**config.mk**
```make
export PLATFORM = sky130hd
export DESIGN_NAME = neuron_mac_seq
export DESIGN_NICKNAME = d
export VERILOG_FILES = /design/src/rtl/neuron_mac_seq.sv
export SDC_FILE = /design/constraint.sdc
export NUM_CORES = 1
export LEC_CHECK = 0
export CORE_ASPECT_RATIO = 1.1
export CORE_UTILIZATION = 60
export CTS_BUF_LIST = sky130_fd_sc_hd__clkbuf_16
export DETAILED_ROUTE_END_ITERATION = 10
export PLACE_DENSITY_LB_ADDON = 0.1
export REMOVE_ABC_BUFFERS = 1
export SYNTH_ARGS = -nofsm -noshare
export SYNTH_HDL_FRONTEND = slang
export SYNTH_SLANG_ARGS = --single-unit
```
**constraint.sdc**
```tcl
create_clock -name clk -period 18.01 [get_ports clk]
set_input_delay 1.801 -clock clk [delete_from_list [all_inputs] [get_ports clk]]
set_output_delay 1.801 -clock clk [all_outputs]
set_load 0.02 [all_outputs]
```
**src/rtl/neuron_mac_seq.sv**
```systemverilog
// Serial neuron: one signed-weight x unsigned-input product per clock, then ReLU, shift and clip.
// Result valid N_IN+1 edges after acceptance; OUT holds y/sat until out_ready, and no input is taken meanwhile.
module neuron_mac_seq #(
  parameter int N_IN  = 4,
  parameter int XW    = 8,
  parameter int WW    = 8,
  parameter int ACCW  = 20,
  parameter int SHIFT = 2,
  parameter int YW    = 8
) (
  input  logic                 clk,
  input  logic                 rst_n,
  input  logic                 in_valid,
  output logic                 in_ready,
  input  logic [N_IN*XW-1:0]   x_flat,
  input  logic [N_IN*WW-1:0]   w_flat,
  input  logic [WW-1:0]        b,
  output logic                 out_valid,
  input  logic                 out_ready,
  output logic [YW-1:0]        y,
  output logic                 sat
);

  localparam int IDXW = (N_IN > 1) ? $clog2(N_IN) : 1;
  localparam int PW   = WW + XW + 1;
  localparam logic [ACCW-1:0] YMAX = {{(ACCW-YW){1'b0}}, {YW{1'b1}}};

  typedef enum logic [1:0] {IDLE, MAC, ACT, OUT} state_t;

  state_t                 state, state_nxt;
  logic [IDXW-1:0]        idx;
  logic signed [ACCW-1:0] acc;
  logic [N_IN*XW-1:0]     x_q;
  logic [N_IN*WW-1:0]     w_q;

  logic [XW-1:0]          x_sel;
  logic [WW-1:0]          w_sel;
  logic signed [PW-1:0]   prod;
  logic signed [ACCW-1:0] t;
  logic [YW-1:0]          y_nxt;
  logic                   sat_nxt;
  logic                   last;

  assign in_ready = (state == IDLE) && rst_n;
  assign last     = (idx == IDXW'(N_IN - 1));

  assign x_sel = x_q[idx*XW +: XW];
  assign w_sel = w_q[idx*WW +: WW];
  // x is zero-extended by one bit so the multiply stays fully signed
  assign prod  = $signed(w_sel) * $signed({1'b0, x_sel});

  always_ff @(posedge clk) begin
    if (!rst_n) state <= IDLE;
    else        state <= state_nxt;
  end

  always_comb begin
    state_nxt = state;
    case (state)
      IDLE:    if (in_valid) state_nxt = MAC;
      MAC:     if (last)     state_nxt = ACT;
      ACT:                   state_nxt = OUT;
      OUT:     if (out_ready) state_nxt = IDLE;
      default:               state_nxt = IDLE;
    endcase
  end

  // Arithmetic shift floors toward -inf, so small negative sums land at -1 and clamp to 0
  always_comb begin
    t       = acc >>> SHIFT;
    y_nxt   = '0;
    sat_nxt = 1'b0;
    if (t[ACCW-1]) begin
      y_nxt   = '0;
      sat_nxt = 1'b0;
    end else if ($unsigned(t) > YMAX) begin
      y_nxt   = '1;
      sat_nxt = 1'b1;
    end else begin
      y_nxt   = t[YW-1:0];
    end
  end

  always_ff @(posedge clk) begin
    if (!rst_n) begin
      idx       <= '0;
      acc       <= '0;
      x_q       <= '0;
      w_q       <= '0;
      y         <= '0;
      sat       <= 1'b0;
      out_valid <= 1'b0;
    end else begin
      case (state)
        IDLE: begin
          if (in_valid) begin
            x_q <= x_flat;
            w_q <= w_flat;
            acc <= {{(ACCW-WW){b[WW-1]}}, b};
            idx <= '0;
          end
        end
        MAC: begin
          acc <= acc + {{(ACCW-PW){prod[PW-1]}}, prod};
          idx <= last ? '0 : idx + 1'b1;
        end
        ACT: begin
          y         <= y_nxt;
          sat       <= sat_nxt;
          out_valid <= 1'b1;
        end
        OUT: begin
          if (out_ready) out_valid <= 1'b0;
        end
        default: ;
      endcase
    end
  end

endmodule

```
==> results list <==
- Global-route congestion overflow total: 0
- Unrepaired setup endpoints after global routing: false
* Final critical-path required period: 6880 ps
* Flip-flop and latch count after synthesis: 98
* Post-synth EDFFs: 0
- In this run the worst path has a maximum fanout of 19.
- In the synthesized netlist the dominant register cell turns out to be dfxtp_1.
- Based on the critical path, the design can be clocked at up to 0.145 GHz.
* Crit. End Element: register
- Count of buffers added by post-CTS timing repair for setup: 0
- Sink Count: 98
* Synth Area in XOR/XNOR: 2.44%
* Power Dens Cells: 130 nW/um2
* Normalized max-slew margin: 26.2%
- Of the available clock period, the critical path in the final layout requires 38.2%.
* Routed length per placed instance: 14.9 um
* Actual transition at the worst max-transition pin: 1110 ps
- CTS tree: yes
- Count of synthesis-stage warnings from yosys: 0
* Largest buffer count on any clock path: 2
- In this run the standard cell core region covers 12100 um2.
- Entering global routing, the biggest net connects 98 pins.
* Number of filler instances in the final layout: 923
* Share of synthesized area occupied by flip-flops and latches: 26.2%
- Complex-gate fraction of the synthesized area: 19.7%
- Routed via count divided by cell count: 5.73
- Area growth from synthesis to layout: 16.9%
- Initial antenna violation count: 0
* Kind of start point of the critical path: register
- Number of unique standard cell types used by synthesis: 59
* Cell Count, Final, Fillers Out: 1090
- Leakage power total: 3.79 nW
* Main combinational cell family by area after synthesis: adder cells
- The count of endpoints failing hold in the final timing report was 0.
- From left edge to right edge, the die measures 108 um.
* CTS Hold Bufs: 0
- After detailed routing, the number of remaining DRC violations is 0.
* Share of final-layout standard cells stronger than drive strength 1: 6.52%
- GPL Wtd Cong: 0.905
- Resized cells post-CTS: 0
- Overall power of the completed layout: 1.13 mW
- Worst r2r path cells: 24
- Measured against the total synthesized area, the mux share comes to 5.74%.
- The first detailed-routing pass took 5 iterations.
- In this run, the number of DRC markers left after iteration 0 of detailed routing was 224.
* Inst Count DP: 1074
- After routing the design area is 8740 um2.
* Area share of fa/ha/maj cells after synthesis: 21.9%
- Setup violations remaining at the end of the flow were counted as 0.
- Once detailed placement completed, the half-perimeter wirelength came to 12.3 mm.
- Cell area after placement: 8430 um2
- Reg clk slew, reported paths: 80 ps
- By startpoint and endpoint, the worst setup path is classified as register to register.
- First-pass GRT wire length: 27.8 mm
* Arrival time at the worst endpoint: 7180 ps
- The tool flagged a number of max-cap violations equal to 0.
- Simple-gate area share of the yosys netlist: 18.6%
- Of all flip-flops after synthesis, the portion carrying an async set or reset was 0%.
- Worst hold-check path type: register to register
* Initial standard-cell utilization of the core: 61.8%
- During placement, the flow inserted port buffers numbering 86.
* Number of global-route vias before repair: 6175
- IR analysis of the VDD net gives a maximum drop of 0.125 mV.
- Cells fill 72.3% of the core in the end.
- Antenna cells: 0
- Summing all flip-flop and latch instances after layout gives 1960 um2.
- Combined global-route utilization of all metal layers: 27.0%
* Clk root buf: clkbuf_16
- Post-synthesis average cell area: 8.64 um2
- Pins over their slew limit: 0
- Number of H-tree levels: 3
- Total vias in the final route: 6249
* Wirelength, routed: 16.3 mm
- Multi-input gate area: 5120 um2
* Final ANT Viol Nets: 0
* Count of mapped cells out of synthesis: 865
* Maximum clock skew at final layout: 11.8 ps
- Clock tree synthesis inserted a total of 9 buffers.
- After floorplanning, the core was divided into 42 placement rows.
* Worst skew pair latency: 360 ps
* Area of the mapped netlist: 7470 um2
* Setup TNS: 0 ps
- Data required, critical path: 18310 ps
- The run finished with clean final reports.
- The floorplan step defined a die boundary enclosing 12900 um2.
* Nets@finish: 1115
* Boundary Pins: 87
- Worst Hold Path Cells: 2
* Die boundary height: 119 um
power by group:
part	switching (mW)	total [mW]	internal (mW)
Sequential	0.0429	0.322	0.279
Clock	0.0929	0.203	0.110
Combinational	0.357	0.608	0.251
Total	0.493	1.13	0.641
synthesized netlist by cell type, types with 9 or more instances:
master | count | area, um2
nand3_1 | 9 | 45.0
and2_1 | 45 | 282
nand2_1 | 168 | 631
xnor2_1 | 18 | 158
nor2b_1 | 16 | 100
mux4_2 | 15 | 338
ha_1 | 70 | 876
dfxtp_1 | 98 | 1960
fa_1 | 38 | 761
nor2_1 | 31 | 116
a21oi_1 | 37 | 185
a21boi_0 | 76 | 571
inv_1 | 68 | 255
o21ai_0 | 26 | 130
clkbuf_1 | 29 | 109
routing by layer:
metal / up-vias / track usage (%) / share of wire, %
li1: 3063 / - / -
met1: 3014 / 35.2 / 44
met2: 143 / 44.0 / 50
met3: 29 / 5.20 / 4.4
met4: 0 / 9.97 / 2.0
met5: - / 0 / 0
kinds of logic (layout without fill, tap and decap cells):
logic type | after synthesis | count (layout)
multiplexers | 24 | 24
AND/OR/NAND/NOR | 302 | 302
AO/OA/AOI/OAI | 208 | 208
buffers and inverters | 105 | 176
adder cells (fa/ha/maj) | 108 | 108
flip-flops | 98 | 98
XOR/XNOR | 20 | 20
final timing paths:
| path | start | to | slack (ps) |
|---|---|---|---|
| max reg2reg | idx[1] | acc[19] | 11130 |
| max | idx[1] | acc[19] | 11130 |
| min reg2reg | w_q[12] | w_q[12] | 460 |
| min | w_q[12] | w_q[12] | 460 |
worst max-delay path: stages (launching register included):
cell and delay (ps):
dfxtp_1 950, mux4_2 500, or2_2 320, fa_1 520, fa_1 550, inv_1 50, fa_1 520, inv_1 50
fa_1 520, inv_1 40, ha_1 330, inv_1 90, nor2_1 60, o31a_1 290, o21a_1 200, nor2_1 120
xnor2_1 130, ha_1 350, o21a_1 220, a21oi_2 170, o21ai_1 100, a41oi_1 210, o211ai_1 120, xnor2_1 200
mux2i_1 200
placed cells by master (no fill, tap or decap), drive strengths merged, types with 5 or more instances in the layout:
cell type	instances
a21boi	76
a21o	7
a21oi	43
and2	45
buf	7
clkbuf	9
clkdlybuf4s50	85
dfxtp	98
fa	38
ha	70
inv	71
mux2i	8
mux4	15
nand2	168
nand2b	5
nand3	9
nor2	31
nor2b	16
nor3	9
o211a	6
o211ai	6
o21a	8
o21ai	34
xnor2	19
area by class of cell:
type,count,area share [%]
Clock buffer,9,2.58
Timing Repair Buffer,92,10.3
Sequential cell,98,22.5
Tap cell,154,2.21
Multi-Input combinational cell,662,58.6
Clock inverter,7,0.974
Inverter,68,2.92
stage by stage:
| step | hold WS [ps] | setup WS, ps |
|---|---|---|
| finish | 465 | 11130 |
| global route | 484 | 10660 |
| CTS | 466 | 11060 |
| detailed placement | 457 | 11090 |
| global placement | 451 | 11230 |
| floorplan | 440 | 11410 |
flip-flops by register name, summed over array words and instances (netlist names):
register / cells
w_q: 32
out_valid: 1
idx: 2
sat: 1
x_q: 32
state: 2
acc: 20
y: 8
(Power assumes the default switching activity.)
